## config.mk

```make
export PLATFORM = sky130hd
export DESIGN_NAME = tinytpu_loader
export DESIGN_NICKNAME = d
export VERILOG_FILES = /design/src/rtl/tinytpu_loader.sv
export SDC_FILE = /design/constraint.sdc
export NUM_CORES = 1
export LEC_CHECK = 0
export ABC_AREA = 0
export BUFFER_PORTS_ARGS = -buffer_cell sky130_fd_sc_hd__clkbuf_2
export CELL_PAD_IN_SITES_DETAIL_PLACEMENT = 1
export CELL_PAD_IN_SITES_GLOBAL_PLACEMENT = 2
export CORE_ASPECT_RATIO = 1.2
export CORE_MARGIN = 5
export CORE_UTILIZATION = 39
export DETAILED_ROUTE_END_ITERATION = 10
export PLACE_DENSITY_LB_ADDON = 0.1
export SLEW_MARGIN = 30
export SYNTH_ARGS = -nofsm -noshare
export SYNTH_HDL_FRONTEND = slang
export SYNTH_SLANG_ARGS = --single-unit
export TNS_END_PERCENT = 10
```

## constraint.sdc

```tcl
create_clock -name clk -period 2.2 [get_ports clk]
set_clock_uncertainty 0.05 [all_clocks]
set_input_delay 0.44 -clock clk [delete_from_list [all_inputs] [get_ports clk]]
set_output_delay 0.44 -clock clk [all_outputs]
set_load 0.1 [all_outputs]
```

## src/rtl/tinytpu_loader.sv

```systemverilog
// Host-side serializer for the tinytpu operand link: accepts X/Y element pairs and
// shifts them out MSB-first, then pulses init once a full N*N frame has been sent.
module tinytpu_loader #(
    parameter int D_W = 8,
    parameter int N   = 2
) (
    input  logic           clk,
    input  logic           rst_n,
    input  logic           in_valid,
    output logic           in_ready,
    input  logic [D_W-1:0] in_x,
    input  logic [D_W-1:0] in_y,
    output logic           tx_x,
    output logic           tx_y,
    output logic           tx_load_en,
    output logic           tx_init,
    output logic           busy,
    output logic           done
);

    localparam int NUM   = N * N;
    localparam int CNT_W = $clog2(NUM + 1);
    localparam int BIT_W = $clog2(D_W);

    localparam logic [BIT_W-1:0] LAST_BIT  = BIT_W'(D_W - 1);
    localparam logic [CNT_W-1:0] NUM_C     = CNT_W'(NUM);
    localparam logic [CNT_W-1:0] LAST_ELEM = CNT_W'(NUM - 1);

    typedef enum logic [1:0] {
        IDLE,
        LOAD,
        INIT
    } state_t;

    state_t           state;
    state_t           state_nxt;
    logic [D_W-1:0]   shift_x;
    logic [D_W-1:0]   shift_y;
    logic [D_W-1:0]   hold_x;
    logic [D_W-1:0]   hold_y;
    logic             hold_valid;
    logic             shifting;
    logic [BIT_W-1:0] bit_cnt;
    logic [CNT_W-1:0] acc_cnt;
    logic [CNT_W-1:0] sent_cnt;

    logic fire;
    logic on_last_bit;
    logic slot_free;
    logic frame_sent;

    assign fire        = in_valid & in_ready;
    assign on_last_bit = shifting & (bit_cnt == LAST_BIT);
    assign slot_free   = ~shifting | on_last_bit;
    assign frame_sent  = on_last_bit & (sent_cnt == LAST_ELEM);

    always_ff @(posedge clk or negedge rst_n) begin
        if (!rst_n) begin
            state <= IDLE;
        end else begin
            state <= state_nxt;
        end
    end

    // NOTE: every variable assigned in a combinational block gets a default first,
    // otherwise an unassigned path makes synthesis infer a latch.
    always_comb begin
        state_nxt = state;
        unique case (state)
            IDLE:    if (fire) state_nxt = LOAD;
            LOAD:    if (frame_sent) state_nxt = INIT;
            INIT:    state_nxt = IDLE;
            default: state_nxt = IDLE;
        endcase
    end

    always_comb begin
        in_ready   = ~hold_valid & (acc_cnt < NUM_C) & (state != INIT);
        tx_load_en = shifting;
        tx_x       = shifting & shift_x[D_W-1];
        tx_y       = shifting & shift_y[D_W-1];
        tx_init    = (state == INIT);
        done       = (state == INIT);
        busy       = (state != IDLE);
    end

    // NOTE: non-blocking assignments only; where two assignments to the same register
    // fire on one edge, the later one wins, which lets a fresh load override the shift.
    always_ff @(posedge clk or negedge rst_n) begin
        if (!rst_n) begin
            shift_x    <= '0;
            shift_y    <= '0;
            hold_x     <= '0;
            hold_y     <= '0;
            hold_valid <= 1'b0;
            shifting   <= 1'b0;
            bit_cnt    <= '0;
            acc_cnt    <= '0;
            sent_cnt   <= '0;
        end else if (state == INIT) begin
            acc_cnt  <= '0;
            sent_cnt <= '0;
            bit_cnt  <= '0;
        end else begin
            if (fire) begin
                acc_cnt <= acc_cnt + CNT_W'(1);
            end
            if (shifting) begin
                shift_x <= shift_x << 1;
                shift_y <= shift_y << 1;
                if (on_last_bit) begin
                    bit_cnt  <= '0;
                    sent_cnt <= sent_cnt + CNT_W'(1);
                end else begin
                    bit_cnt <= bit_cnt + BIT_W'(1);
                end
            end
            // The hold pair always has priority: in_ready is low while it is occupied.
            if (slot_free) begin
                if (hold_valid) begin
                    shift_x    <= hold_x;
                    shift_y    <= hold_y;
                    shifting   <= 1'b1;
                    hold_valid <= 1'b0;
                end else if (fire) begin
                    shift_x  <= in_x;
                    shift_y  <= in_y;
                    shifting <= 1'b1;
                end else begin
                    shifting <= 1'b0;
                end
            end else if (fire) begin
                hold_x     <= in_x;
                hold_y     <= in_y;
                hold_valid <= 1'b1;
            end
        end
    end

endmodule
```

==> run_results.csv <==
group,metric,value,unit
synth,syn-cell-area,2400,um^2
cts,clock_latency,0.30,ns
sta,slew_viol_final,0,
detailed_routing,drt_pass1_iterations,4,
worst_setup_path,reg2reg_depth,4,
die,initial_core_util,40.0,%
grt,grt_max_degree,37,
cells_and_area,n_antenna_cell,0,
cts,h-tree-depth,2,
synth,synthCells,213,
detailed_routing,avgViaCountPerCell,5.53,
synth,avgSynthCellArea,11.3,um^2
worst_setup_path,reg2reg_from,"bit_cnt[0]",
cts,cts_made_buffers,5,
sta,setup_viol,0,
worst_setup_path,required,2.33,ns
grt,grt_pass1_vias,2012,
cells_and_area,syn2layout_area_growth,15.1,%
cts,postCtsHoldBufs,0,
sta,fin_crit,2.02,ns
detailed_routing,drc_errors,0,
die,die-area,7840,um^2
sta,worst_slack,0.184,ns
sta,holdWs,0.0361,ns
place,hpwl,3950,um
worst_setup_path,cp_slowest_cell,"nand4b_4",
synth,ys_seq_elements,45,
worst_setup_path,max_stage_delay,0.48,ns
grt,grt_pass1_wl,9590,um
power,irDropWorstVdd,0.533,mV
worst_setup_path,path_common_cell,"ha_1",
die,die_w,81.6,um
detailed_routing,drt_iter0_drc,69,
synth,synth-edff-count,0,
power,finalPower,3.60,mW
power,p_per_area,1300,nW/um^2
detailed_routing,ant_nets,0,
die,rows,31,
cts,path_clk_slew,0.08,ns
synth,synth_cell_types,34,
worst_setup_path,cp_max_fo,16,
cells_and_area,fin_area,2760,um^2
synth,async_flop_share,100,%
sta,worstMarginPinSlew,0.617,ns
hold_path,hp-class,"input pin to async pin",
detailed_routing,drt-total-wl,5760,um
place,numPortBuffers,25,
sta,rsz0062_at_grt,"false",
cells_and_area,final_common_cell,"dfrtp_1",
cells_and_area,finalNetCount,258,
cells_and_area,final_cell_mix,"44 x dfrtp_1, 20 x mux2_2, 20 x clkbuf_2, 16 x inv_1, 16 x nand3_1",
grt,antenna_found_initial,0,
cts,cts_root_buffer,"clkbuf_8",
grt,track_usage,16.1,%
worst_setup_path,rrSetupSlack,0.18,ns
detailed_routing,post_drt_wl_per_cell,18.2,um
worst_setup_path,arrival,2.15,ns
grt,grt_overflow,0,
cells_and_area,fill_cells,665,
worst_setup_path,cp_num_buf_inv,0,
worst_setup_path,rr_endpoint,"hold_x[0]",
place,dp_slack,0.157,ns
power,p_leak,1.21,nW
flow_run,maxCapViolCount,0,
sta,max_freq,496,MHz
sta,tns,0,ns
sta,report.final.hold_viol_count,0,
detailed_routing,dr_total_vias,1753,
cts,cts_sinks,45,
synth,synth_fp_nets,237,
cts,cts_tree,"yes",
synth,yosysWarnings,0,
worst_setup_path,path_delay_family,"adder cells",
die,io_pins,26,
sta,timing.final.crit_share,91.6,%
synth,yosysSeqAreaShare,46.9,%
cells_and_area,regArea,1130,um^2
cts,cts.path.max_buffers,2,
worst_setup_path,cp-end-kind,"flip-flop",
worst_setup_path,critPathLaunchType,"flip-flop",
place,gp_congestion,0.866,
synth,ys.flop_type,"dfrtp_1",
outcome,status,"finished clean",
die,die_y,96.0,um
worst_setup_path,crit_chain,"ha_1 > ha_1 > nand4b_4 > mux2_4",
cells_and_area,drive_gt1_share,33.6,%
die,core-area,6010,um^2
cts,post-cts-setup-buffers,0,
cts,postCtsResizedCells,0,
place,postPlaceCellArea,2670,um^2
cells_and_area,multi_input_area,1130,um^2
worst_setup_path,crit_type,"flip-flop to flip-flop",
sta,slew-limit-headroom,58.9,%
## layer usage
layer	track usage [%]	routed length [um]
met1	18.4	2380
met2	29.3	3180
met3	3.28	123
met4	5.54	73
met5	0	0
## synth_stat cells, types with 5 or more instances
| cell type | number | area [um^2] |
|---|---|---|
| dfrtp_1 | 45 | 1130 |
| mux2_2 | 20 | 225 |
| inv_1 | 16 | 60.1 |
| nand3_1 | 16 | 80.1 |
| o2111ai_1 | 14 | 123 |
| o221ai_1 | 14 | 123 |
| clkbuf_1 | 11 | 41.3 |
| mux2_4 | 10 | 150 |
| nor2_1 | 8 | 30.0 |
| a21oi_1 | 7 | 35.0 |
| buf_2 | 7 | 35.0 |
| ha_1 | 5 | 62.6 |
| nor2b_1 | 5 | 31.3 |
## stage by stage
stage | std cells | util, %
2_1_floorplan | 213 | -
3_3_place_gp | 309 | 44.4
3_5_place_dp | 309 | 44.4
4_1_cts | 317 | 45.9
5_1_grt | 317 | 46.0
6_report | 317 | 46.0
## worst max path at each step
stage	start	end	slack, ns	depth (start not counted)
after floorplan	state[0]	tx_init	-0.06	5
after global routing	bit_cnt[0]	hold_x[0]	0.07	4
after global placement	bit_cnt[0]	hold_x[3]	0.28	4
after CTS	bit_cnt[0]	hold_x[0]	0.14	4
after detailed placement	bit_cnt[0]	hold_x[0]	0.16	4
final	bit_cnt[0]	hold_x[0]	0.18	4
## registers in the layout, indices dropped and copies added (netlist names)
name        flops
acc_cnt         3
bit_cnt         3
hold_valid      1
hold_x          8
hold_y          8
sent_cnt        3
shift_x         8
shift_y         8
state           2
tx_load_en      1
## power breakdown
group	internal (mW)	leakage, nW	switching, mW
Sequential	1.18	0.555	0.242
Clock	0.257	0.0455	0.275
Combinational	0.763	0.614	0.881
## cell type report
type,instances,share of cell area [%]
multi-input cells,131,41.0
flip-flops and latches,45,40.8
repair buffers,35,9.05
well taps,82,3.71
clock buffers,8,3.26
inverters,16,2.17
## cells by family after synthesis
| logic type | synth area share, % |
|---|---|
| buf+inv | 6.61 |
| simple gates | 11.2 |
| compound gates | 15.1 |
| xor+xnor | 0.729 |
| flops | 46.9 |
| fa+ha+maj | 2.60 |
| mux | 16.9 |
Power figures use the tool's default switching activity.
